**config.mk**
```make
export PLATFORM = sky130hd
export DESIGN_NAME = alu_arbiter
export DESIGN_NICKNAME = d
export VERILOG_FILES = /design/src/rtl/alu_arbiter.sv
export SDC_FILE = /design/constraint.sdc
export NUM_CORES = 1
export LEC_CHECK = 0
export CAP_MARGIN = 15
export CORE_MARGIN = 3
export CORE_UTILIZATION = 39
export DETAILED_ROUTE_END_ITERATION = 10
export PLACE_DENSITY = 0.89
export SYNTH_ARGS = -nofsm -noshare
export SYNTH_HDL_FRONTEND = slang
export SYNTH_SLANG_ARGS = --single-unit
```
**constraint.sdc**
```tcl
create_clock -name clk -period 1.9 [get_ports clk]
set_input_delay 0.475 -clock clk [delete_from_list [all_inputs] [get_ports clk]]
set_output_delay 0.475 -clock clk [all_outputs]
set_load 0.02 [all_outputs]
```
**src/rtl/alu_arbiter.sv**
```systemverilog
// Purpose: arbitrates two requesters onto one shared combinational ALU, one operation in flight.
// Latency: accept at cycle T -> response valid at T+2; next accept no earlier than T+3.
// Backpressure: a response holds until its rsp_ready; requesters see ready only while IDLE.
//
// Ports:
//   clk, rst                   clock and synchronous active-high reset
//   reqN_valid/ready           request handshake for requester N (N = 0, 1)
//   reqN_x/y/funct3/funct7     operands and operation of requester N
//   rspN_valid/ready/data      response handshake and result for requester N
//   alu_x/y/funct3/funct7      registered operation driven to the shared ALU
//   alu_out                    combinational result returned by the shared ALU
//   busy                       high whenever an operation is in flight
module alu_arbiter #(
  parameter int ROUND_ROBIN = 1
) (
  input  logic        clk,
  input  logic        rst,
  input  logic        req0_valid,
  output logic        req0_ready,
  input  logic [31:0] req0_x,
  input  logic [31:0] req0_y,
  input  logic [2:0]  req0_funct3,
  input  logic [6:0]  req0_funct7,
  input  logic        req1_valid,
  output logic        req1_ready,
  input  logic [31:0] req1_x,
  input  logic [31:0] req1_y,
  input  logic [2:0]  req1_funct3,
  input  logic [6:0]  req1_funct7,
  output logic        rsp0_valid,
  output logic [31:0] rsp0_data,
  input  logic        rsp0_ready,
  output logic        rsp1_valid,
  output logic [31:0] rsp1_data,
  input  logic        rsp1_ready,
  output logic [31:0] alu_x,
  output logic [31:0] alu_y,
  output logic [2:0]  alu_funct3,
  output logic [6:0]  alu_funct7,
  input  logic [31:0] alu_out,
  output logic        busy
);

  typedef enum logic [1:0] {IDLE, EXEC, RESP} state_e;

  state_e      state_q;
  logic        last_grant_q;   // requester served by the most recent completed operation
  logic        gnt_idx_q;      // requester owning the operation in flight
  logic        busy_q;
  logic        rsp0_valid_q;
  logic        rsp1_valid_q;
  logic [31:0] x_q;
  logic [31:0] y_q;
  logic [2:0]  funct3_q;
  logic [6:0]  funct7_q;
  logic [31:0] result_q;

  logic gnt0;
  logic gnt1;
  logic accept;
  logic rsp_hs;

  // Requester 0 wins unless requester 1 also asks and round-robin says it is
  // requester 1's turn (requester 0 was served last).
  always_comb begin
    gnt0 = 1'b0;
    gnt1 = 1'b0;
    gnt0 = req0_valid && (!req1_valid || (ROUND_ROBIN == 0) || last_grant_q);
    gnt1 = req1_valid && !gnt0;
  end

  assign req0_ready = (state_q == IDLE) && gnt0;
  assign req1_ready = (state_q == IDLE) && gnt1;
  assign accept     = (req0_valid && req0_ready) || (req1_valid && req1_ready);
  assign rsp_hs     = (rsp0_valid_q && rsp0_ready) || (rsp1_valid_q && rsp1_ready);

  always_ff @(posedge clk) begin
    if (rst) begin
      state_q      <= IDLE;
      last_grant_q <= 1'b1;
      gnt_idx_q    <= 1'b0;
      busy_q       <= 1'b0;
      rsp0_valid_q <= 1'b0;
      rsp1_valid_q <= 1'b0;
      x_q          <= '0;
      y_q          <= '0;
      funct3_q     <= '0;
      funct7_q     <= '0;
      result_q     <= '0;
    end else begin
      case (state_q)
        IDLE: begin
          if (accept) begin
            // req1_ready alone identifies the winner since at most one ready is high.
            x_q       <= req1_ready ? req1_x      : req0_x;
            y_q       <= req1_ready ? req1_y      : req0_y;
            funct3_q  <= req1_ready ? req1_funct3 : req0_funct3;
            funct7_q  <= req1_ready ? req1_funct7 : req0_funct7;
            gnt_idx_q <= req1_ready;
            busy_q    <= 1'b1;
            state_q   <= EXEC;
          end
        end
        EXEC: begin
          result_q     <= alu_out;
          rsp0_valid_q <= !gnt_idx_q;
          rsp1_valid_q <= gnt_idx_q;
          state_q      <= RESP;
        end
        RESP: begin
          if (rsp_hs) begin
            rsp0_valid_q <= 1'b0;
            rsp1_valid_q <= 1'b0;
            busy_q       <= 1'b0;
            last_grant_q <= gnt_idx_q;
            state_q      <= IDLE;
          end
        end
        default: begin
          state_q <= IDLE;
        end
      endcase
    end
  end

  assign alu_x      = x_q;
  assign alu_y      = y_q;
  assign alu_funct3 = funct3_q;
  assign alu_funct7 = funct7_q;
  assign rsp0_valid = rsp0_valid_q;
  assign rsp1_valid = rsp1_valid_q;
  assign rsp0_data  = result_q;
  assign rsp1_data  = result_q;
  assign busy       = busy_q;

endmodule

```
# --- Yosys cells after proc, flatten, opt, wreduce, memory -nomap -nowiden ---
# Index checks and enable logic that the tools add are counted.
word_totals:
  elab_cells: 49
  ff_bits: 113
op_classes:
  reduce_logical: 22
  muxes: 12
  n_eq_ne: 4
op_table:
  columns: ["cell", "count"]
  rows:
  - ["$mux 32", 2]
  - ["$logic_and 1x1->1", 8]
  - ["$reduce_and 2->1", 4]
  - ["$mux 7", 1]
  - ["$pmux 1 s2", 3]
  - ["$pmux 2 s3", 1]
  - ["$mux 2", 2]
  - ["$ne 2x2->1 const B", 2]
  - ["$reduce_bool 2->1", 2]
  - ["$logic_not 1->1", 3]
  - ["$logic_or 1x1->1", 3]
  - ["$mux 3", 1]
  - ["$reduce_and 3->1", 1]
  - ["$eq 2x1->1 const B", 1]
  - ["$eq 2x2->1 const B", 1]
  - ["$logic_not 2->1", 1]
  - ["$mux 1", 2]

# --- Depth between registers and ports, before layout ---
# Gate-level depths: netlist (run 1).
logic_depth:
  word_depth: 10
  mapped_depth: 6
  depth_no_buf: 3

# --- Worst setup path after synthesis (run 1) ---
# OpenSTA, ideal clock, no wires.
synth_path:
  path_kind: "in2out"
  from: "input req1_valid"
  to: "output req0_ready"
  slack_ns: -0.072
  arrival_ns: 1.497
  required_ns: 1.425
  path_buffers: 2
  stages: 5
  cell_sequence: "inv_2 > buf_2 > clkbuf_1 > o21ai_0 > nor3_1"
synth_between:
  elab_chain_len: 4
synth_rtl:
  columns: ["item", "line_no", "rtl"]
  rows:
  - ["start: declaration", "24", "input logic req1_valid,"]
  - ["$logic_not 1->1", "68", "gnt0 = req0_valid && (!req1_valid || (ROUND_ROBIN == 0) || last_grant_q);"]
  - ["$logic_or 1x1->1", "68", null]
  - ["$logic_and 1x1->1", "68", null]
  - ["$logic_and 1x1->1", "72", "assign req0_ready = (state_q == IDLE) && gnt0;"]
  - ["end: declaration", "19", "output logic req0_ready,"]
# No other way between the ends.

# --- Worst setup path after layout (run 1) ---
layout_path:
  from: "register y_q[24], in the netlist alu_y[24]"
  to: "output alu_y[24]"
layout_lines:
  columns: ["item", "line_no", "rtl"]
  rows:
  - ["start: declaration", "53", "logic [31:0] y_q;"]
  - ["start signal: assignment", "96", "y_q <= req1_ready ? req1_y : req0_y;"]
  - ["end: declaration", "37", "output logic [31:0] alu_y,"]
# No word-level cell between the ends.

==> results by group, run 1 <==
Status
  – Status: complete, no violations

Power
  – Reg power frac: 32.0%
  – P_int: 6.04 mW
  – P_sw: 2.75 mW
  – Clock power share: 35.9%
  – Tot Pwr: 8.79 mW
  – Gate power share: 32.1%
  – Sw frac: 31.3%
  – Worst IR drop on VDD: 0.660 mV
  – Leak: 3.73 nW
  – Cell Pwr Density: 913 nW/µm²

Critical path
  – Critical path type: flop to primary output
  – Slowest cell on the critical path: clkdlybuf4s50_1
  – CP required: 1420 ps
  – Bufs and invs on worst path: 1
  – Ordered list of cells on the worst path: clkdlybuf4s50_1
  – WP data arrival: 1400 ps
  – Critical Path Fanout Max: 2
  – Crit-path leading delay family: buffers and inverters
  – Worst Setup End Kind: primary output
  – Startpoint types: flop
  – Worst stage delay on the critical path: 650 ps

Place
  – DP Area: 8970 µm²
  – DP Wirelength: 14.8 mm
  – Placed cells: 1077
  – PortBufs: 328
  – GP Congestion: 0.784

Clock network
  – CTS tree: done
  – Setup Buffers After CTS: 0
  – CTS max path bufs: 2
  – Post-cts resize count: 29
  – Clock H-tree levels: 4
  – Clock root buffer master: clkbuf_16
  – Num CTS Buffers: 17
  – Clock latency on the worst-skew pair: 410 ps
  – Hold_buf cts: 0
  – Clock transition at path regs: 50 ps
  – CTS sink cnt: 113

Yosys
  – Yosys top cell area share: 39.3%
  – Top cells by area, synth: dfxtp_1 (39%), a311oi_2 (16%), a21oi_1 (9.6%)
  – Yosys warns: 0
  – Ys flop type: dfxtp_1
  – Number of enable flip-flop cells after synthesis: 0
  – Mapped cell area: 5750 µm²
  – Async set or reset register ratio after synthesis: 0%
  – Post-Syn Area per Cell: 8.79 µm²
  – Largest area contributor in the netlist: dfxtp_1
  – Seq/Total Area, Yosys: 39.3%
  – Post-synth cell types: 27
  – Cell count after synthesis: 654
  – Top cells by count, synth: dfxtp_1 (113), a21oi_1 (110), nand4_1 (74)
  – FF+latch count, synth: 113
  – Cell with the most instances after synthesis: dfxtp_1
  – Synthesized Nets: 840

Floorplan
  – Chip width: 127 µm
  – Starting density of the core: 40.6%
  – Rows: 43
  – Core footprint: 14100 µm²
  – Die Y: 127 µm
  – Ports: 329
  – Die area: 16200 µm²

Drt
  – Vias: 6380
  – DRT iter0 DRCs: 470
  – DRT Pass-1 Iters: 5
  – Per-cell routed wire length: 19.5 µm
  – Vias/cell: 5.75
  – DRT Wirelength: 21.6 mm
  – Post-DRT Antenna Nets: 0
  – # DRC: 0

Global routing
  – GRT Resource Usage Total: 25.3%
  – Total congestion overflow: 0
  – First-pass GRT wire length: 33.0 mm
  – Vias in the first global route: 6172
  – Maximum number of pins on one net before global-route repair: 75
  – Antenna violations before repair: 0

STA
  – Final worst path period need: 1870 ps
  – Max Clock Skew: 5.59 ps
  – Slew @ Worst Pin: 852 ps
  – Final hold viol count: 0
  – Relative slew margins: 43.2%
  – Crit share post-route: 98.4%
  – Slew Viols, Final: 0
  – Peak Freq: 535 MHz
  – Final setup viols: 0
  – Hold_ws: 337 ps

Final layout
  – Final Cell Area: 9630 µm²
  – Nets@finish: 1102
  – Diode count: 0
  – Layout cells sized above 1: 14.7%
  – Synth-to-Final Area Change: 67.5%
  – Filler Cell Count: 1074
  – Non-Filler Instances: 1109

Hold path
  – Worst hold path type: primary input to flop

Flow run
  – MaxCap Viol Count: 0
==> flip-flops by register name, indices dropped and copies added, names as in the netlist <==
signal / flops
alu_x: 32
gnt_idx_q: 1
alu_funct7: 7
alu_funct3: 3
rsp0_valid: 1
state_q: 2
rsp0_data: 32
rsp1_valid: 1
busy: 1
last_grant_q: 1
alu_y: 32
==> worst paths after layout <==
check,from,slack [ps],depth (start not counted),end
worst max-delay path,alu_y[24],30,1,alu_y[24]
worst min-delay path,rst,340,2,alu_x[9]
worst max register to register,state_q[1],210,5,alu_y[6]
worst min register to register,rsp0_data[26],470,2,rsp0_data[26]
==> cell usage in the layout, fill, tap and decap left out, types with 2 or more instances in the layout <==
cell type	n
a21oi_1	110
o211ai_1	2
buf_6	3
buf_4	22
buf_12	11
nor2_4	2
clkinvlp_4	3
a311oi_2	60
bufinv_16	2
nand2_1	66
dlymetal6s2s_1	26
clkbuf_8	4
o21ai_1	55
clkinv_2	5
o21ai_0	21
nand2b_1	3
dfxtp_1	113
a311oi_1	14
nor2_1	3
clkbuf_16	17
dlygate4sd2_1	14
clkdlybuf4s50_1	284
nand4_1	74
==> stage by stage <==
| stage | utilization, % | worst slack (ps) | TNS [ps] |
|---|---|---|---|
| floorplan | - | 79.0 | 0 |
| global placement | 63.4 | -575 | -26170 |
| detailed placement | 63.4 | -607 | -28310 |
| CTS | 67.6 | 5.56 | 0 |
| global route | 68.0 | -8.32 | -15.0 |
| finish | 68.0 | 29.7 | 0 |
==> kinds of logic after synthesis <==
family                 Yosys count  share of synthesized area [%]
flip-flops                     113                           39.3
buffers and inverters          119                           11.8
AND/OR/NAND/NOR                154                           13.7
AO/OA/AOI/OAI                  268                           35.1
==> per-layer routing <==
| metal | global-route usage, % | routed length (µm) | vias up |
|---|---|---|---|
| li1 | - | - | 2977 |
| met3 | 7.07 | 1970 | 50 |
| met2 | 44.8 | 11100 | 352 |
| met1 | 28.3 | 7820 | 3001 |
| met5 | 0 | 0 | - |
| met4 | 10.9 | 733 | 0 |
==> power groups by stage <==
stage | sequential (mW) | combinational, mW | clock [mW]
floorplan | 3.17 | 1.24 | 0
global placement | 2.85 | 2.80 | 0
detailed placement | 2.86 | 2.83 | 0
CTS | 2.82 | 2.84 | 3.21
global route | 2.84 | 3.00 | 3.33
finish | 2.81 | 2.82 | 3.16
==> layout make-up <==
| class | count | area (µm²) | share of cell area [%] |
|---|---|---|---|
| repair buffers | 361 | 3710 | 38.6 |
| flip-flops and latches | 113 | 2260 | 23.5 |
| multi-input cells | 422 | 2830 | 29.4 |
| clock buffers | 22 | 484 | 5.03 |
| clock inverters | 10 | 108 | 1.12 |
| inverters | 1 | 3.75 | 0.0390 |
| well taps | 180 | 225 | 2.34 |
Power figures use the tool's default switching activity.
==> run 2, diff against run 1 <==
--- a/config.mk
+++ b/config.mk
@@ -9,6 +9,7 @@
 export CORE_MARGIN = 3
 export CORE_UTILIZATION = 39
 export DETAILED_ROUTE_END_ITERATION = 10
+export GPL_TIMING_DRIVEN = 0
 export PLACE_DENSITY = 0.89
 export SYNTH_ARGS = -nofsm -noshare
 export SYNTH_HDL_FRONTEND = slang
==> results by group, run 2 (synthesized netlist as in run 1, its figures left out) <==
STA
  – Slew @ Worst Pin: 761 ps (-90.9 ps)
  – Max Clock Skew: 6.15 ps (+0.563 ps)
  – Relative slew margins: 49.3% (+6.1 points)
  – Final hold viol count: 0 (unchanged)
  – Peak Freq: 534 MHz (about the same)
  – Setup TNS: 0 ps (unchanged)
  – Slew Viols, Final: 0 (unchanged)
  – Unrepaired setup endpoints after global routing: yes
  – Final worst path period need: 1870 ps (+1.57 ps)
  – Final setup viols: 0 (unchanged)
  – Crit share post-route: 98.5% (about the same)

Global routing
  – GRT Resource Usage Total: 27.6% (+2.3 points)
  – Antenna violations before repair: 0 (unchanged)
  – First-pass GRT wire length: 35.6 mm (+7.9%)
  – Vias in the first global route: 6692 (+8.4%)
  – Maximum number of pins on one net before global-route repair: 17 (-77%)
  – Total congestion overflow: 0 (unchanged)

Drt
  – Vias: 6849 (+7.4%)
  – DRT Pass-1 Iters: 5 (unchanged)
  – Per-cell routed wire length: 19.8 µm (+2.0%)
  – # DRC: 0 (unchanged)
  – DRT Wirelength: 23.7 mm (+10%)
  – Post-DRT Antenna Nets: 0 (unchanged)
  – Vias/cell: 5.72 (-0.54%)
  – DRT iter0 DRCs: 432 (-8.1%)

Clock network
  – CTS max path bufs: 2 (unchanged)
  – CTS tree: done
  – Clock transition at path regs: 50 ps (about the same)
  – Clock latency on the worst-skew pair: 410 ps (about the same)
  – Clock root buffer master: clkbuf_16
  – Num CTS Buffers: 17 (unchanged)
  – Clock H-tree levels: 4 (unchanged)
  – CTS sink cnt: 113 (unchanged)
  – Hold_buf cts: 0 (unchanged)

Critical path
  – WP data arrival: 1400 ps (about the same)
  – R2R Path Start: state_q[0]
  – Critical path origin: alu_y[30]
  – CP required: 1420 ps (about the same)
  – Crit-path leading delay family: buffers and inverters
  – Ordered list of cells on the worst path: clkdlybuf4s50_1
  – Slowest cell on the critical path: clkdlybuf4s50_1
  – Worst Setup End Kind: primary output
  – Startpoint types: flop
  – Critical path type: flop to primary output
  – Worst stage delay on the critical path: 650 ps (about the same)
  – Critical Path Fanout Max: 2 (unchanged)
  – Bufs and invs on worst path: 1 (unchanged)

Floorplan
  – Ports: 329 (unchanged)
  – Die area: 16200 µm² (unchanged)
  – Rows: 43 (unchanged)
  – Core footprint: 14100 µm² (unchanged)
  – Die Y: 127 µm (unchanged)
  – Starting density of the core: 40.6% (unchanged)
  – Chip width: 127 µm (unchanged)

Final layout
  – Nets@finish: 1190 (+8.0%)
  – Diode count: 0 (unchanged)
  – Commonest non-fill, non-tap cells in the layout: clkdlybuf4s50_1 (262), a21oi_1 (110), dfxtp_1 (110)
  – Filler Cell Count: 1107 (+3.1%)
  – Layout cells sized above 1: 18.2% (+3.4 points)
  – Leading cell type in the layout, fill and taps excluded: clkdlybuf4s50_1
  – Synth-to-Final Area Change: 73.4%
  – Reg area: 2270 µm² (+0.39%)
  – Area occupied by multi-input gates: 2820 µm² (-0.31%)

Hold path
  – Worst hold path type: flop to flop
  – Hold_sp: rsp0_data[20]

Power
  – Tot Pwr: 9.25 mW (+5.2%)
  – Leak: 3.97 nW (+6.5%)
  – Cell Pwr Density: 927 nW/µm² (+1.6%)
  – Worst IR drop on VDD: 0.577 mV (-13%)

Place
  – DP Wirelength: 17.6 mm (+19%)
  – PortBufs: 327 (-0.30%)
  – GP Congestion: 0.907 (+16%)

Flow run
  – MaxCap Viol Count: 0 (unchanged)

Status
  – Status: complete, no violations
-- run 2: changes by cell type in the layout (fill, tap and decap cells not counted), moves of 4 or more --
cell             change
buf_4               +22
clkbuf_8             +4
buf_2               +27
dlygate4sd2_1       +28
clkdlybuf4s50_1     -22
buf_1                +5
clkbuf_1            +34
buf_6                +5
buf_12              -11
dlymetal6s2s_1       -7
-- run 2: final cells by class --
cell class                      count  area share [%]
Timing Repair Buffer              332            33.0
Multi-Input combinational cell    422            28.3
Sequential cell                   113            22.8
Buffer                            117            6.96
Clock buffer                       23            5.09
Tap cell                          180            2.26
Clock inverter                      9            1.51
Inverter                            1          0.0627
-- run 2: what timing repair did --
action	in CTS	in global routing
pin swaps	1	1
setup endpoints to repair	100	25
setup buffers	5	0
hold endpoints to repair	0	0
gates resized for setup	71	27
-- run 2: final timing paths --
kind	endpoint	slack, ps	depth (start not counted)
setup / recovery	alu_y[30]	30	1
hold / removal	rsp0_data[20]	470	2
setup reg to reg	alu_y[23]	90	6
hold reg to reg	rsp0_data[20]	470	2
-- run 2: power breakdown --
group | total, mW | switching, mW | internal (mW)
clock network | 3.52 | 1.12 | 2.40
registers | 2.83 | 0.175 | 2.65
logic | 2.90 | 1.54 | 1.36
total | 9.25 | 2.84 | 6.41
-- run 2: metal layers --
layer / track usage (%) / wire length, µm / vias up
met4: 13.4 / 1120 / 0
met2: 48.6 / 11800 / 404
met3: 7.69 / 2070 / 77
li1: - / - / 3142
met1: 30.6 / 8760 / 3226
met5: 0 / 0 / -
-- run 2: per-stage QoR --
step	util [%]	area (µm²)	cells	hold WS (ps)	worst slack [ps]
6_report	70.5	9970	1197	471	28.2
5_1_grt	70.5	9970	1197	495	-29.6
4_1_cts	70.2	9930	1197	474	2.87
3_5_place_dp	65.4	9250	1161	464	-1370
3_3_place_gp	65.4	9250	1161	458	-1310
2_1_floorplan	-	5750	654	454	79.0
==> RTL change: new RTL, flow settings as in run 1 <==
Re-encode `state_e` (3 states) as one-hot, 3 bits wide.
--- a/src/rtl/alu_arbiter.sv
+++ b/src/rtl/alu_arbiter.sv
@@ -43,3 +43,3 @@
 
-  typedef enum logic [1:0] {IDLE, EXEC, RESP} state_e;
+  typedef enum logic [2:0] {IDLE = 3'b001, EXEC = 3'b010, RESP = 3'b100} state_e;
 
Behaviour: same outputs for any inputs over 4 cycles, from zero or initial values and one cycle with rst high; so few cycles prove little.
==> RTL change against run 1 <==
- area after synthesis fell by 8.9%
- synthesized cell count fell by 15%
- sequential cell count rose by 1
- worst setup slack got worse by 0.010 ns
- cell area fell by 3.8%
- power fell by 5.6%
- die area fell by 8.5%
- routed wire length fell by 9.0%
- critical path depth did not move
==> RTL change: results (changes against run 1) <==
* Max-Slew Margin vs Limit at 71.5% (+28 points)
* Worst r2r dst: alu_x[17]$_SDFFE_PP0P_
* Syn Nets at 744 (-11%)
* Reg2reg setup slack at 0.35 ns (+0.14 ns)
* Via density at 5.33 (-7.3%)
* Worst Hold End: rsp0_data[11]$_SDFFE_PP0N_
* Status: finished clean
* Sequential-to-total area share from yosys stat at 43.6% (+4.2 points)
* First-pass GRT wire length at 28600 um (-13%)
* Worst r2r path cells at 4 (-1)
* DP Worst Slack at -0.193 ns (+0.414 ns)
* Placer Congestion at 0.765 (-2.4%)
* Avg WL per Cell at 19.2 um (-1.4%)
* DPL Wire Length at 13800 um (-6.7%)
* Placed Area at 8550 um^2 (-4.7%)
* Cells after synthesis at 558 (-15%)
* Gr usage total at 24.6% (-0.65 points)
* Dpl cells at 992 (-7.9%)
* Skew final at 0.00573 ns (+0.000141 ns)
* Pleak at 4.09 nW (+9.6%)
* Reg2reg start: state_q[0]$_SDFFE_PP1P_
* Share of cells above drive strength 1 at 12.8% (-1.9 points)
* Vias in the first global route at 5261 (-15%)
* Largest cells by area after synthesis: dfxtp_1 (44%), o32ai_1 (13%), a221oi_2 (11%), a221oi_1 (5.7%), inv_1 (5.5%)
* Crit-path max FO at 3 (+1)
## RTL change: changes by cell type after synthesis, moves of 5 or more
cell,run 1,this run
a21oi_1,110,33
inv_1,0,77
o32ai_1,0,75
nand4_1,74,0
a311oi_2,60,0
o21ai_1,55,1
a221oi_2,0,40
a221oi_1,0,34
o21ai_0,21,2
buf_2,29,13
a311oi_1,14,0
buf_4,38,32
buf_1,6,1
## RTL change: metrics by stage
step | setup TNS, ns | hold WS [ns]
after floorplan | 0 | 0.476
after CTS | 0 | 0.385
after global placement | -3.44 | 0.442
after global routing | -0.0413 | 0.389
after detailed placement | -6.21 | 0.448
final | 0 | 0.393
## RTL change: area by class of cell
class                   count  area [um^2]
clock buffers              22          454
multi-input cells         275         2210
repair buffers            356         3690
clock inverters             7          110
well taps                 172          215
fillers                   915         3620
inverters                  77          289
flip-flops and latches    114         2290
## RTL change: cells by family (layout without fill, tap and decap cells)
kind of cell | after synthesis | in the layout | synth area share [%]
compound gates | 191 | 191 | 34.1
buf+inv | 169 | 462 | 15.3
flops | 114 | 114 | 43.6
mux | 2 | 2 | 0.382
simple gates | 82 | 82 | 6.64
## RTL change: timing repair
item | CTS | global route
buffers inserted | 2 | 0
resized for setup | 22 | 48
pin swaps | 1 | 1
endpoints found under the setup margin | 15 | 51
## RTL change: how the worst max path moves through the flow
| stage | startpoint | endpoint | slack, ns | depth (start not counted) |
|---|---|---|---|---|
| after floorplan | req1_valid | req0_ready | 0.17 | 3 |
| after global placement | req0_valid | req1_ready | -0.20 | 4 |
| after CTS | state_q[2]$_SDFFE_PP0P_ | req0_ready | 0.0003 | 4 |
| after detailed placement | req0_valid | alu_x[7]$_SDFFE_PP0P_ | -0.19 | 5 |
| after global routing | rsp0_data[30]$_SDFFE_PP0N_ | rsp1_data[30] | -0.03 | 1 |
| final | rsp0_data[30]$_SDFFE_PP0N_ | rsp1_data[30] | 0.02 | 1 |
## RTL change: where the power goes
| group | internal [mW] | leakage, nW | total [mW] | switching [mW] |
|---|---|---|---|---|
| sequential | 2.67 | 0.940 | 2.83 | 0.157 |
| clock | 2.06 | 0.279 | 3.09 | 1.03 |
| combinational | 1.20 | 2.87 | 2.38 | 1.18 |
| total | 5.93 | 4.09 | 8.30 | 2.37 |
## RTL change: layer usage
metal | vias to the layer above | global-route usage, % | routed length (um)
met5 | - | 0 | 0
met3 | 33 | 8.87 | 1640
met1 | 2575 | 28.0 | 7530
met2 | 242 | 42.9 | 10000
li1 | 2604 | - | -
met4 | 0 | 8.12 | 461
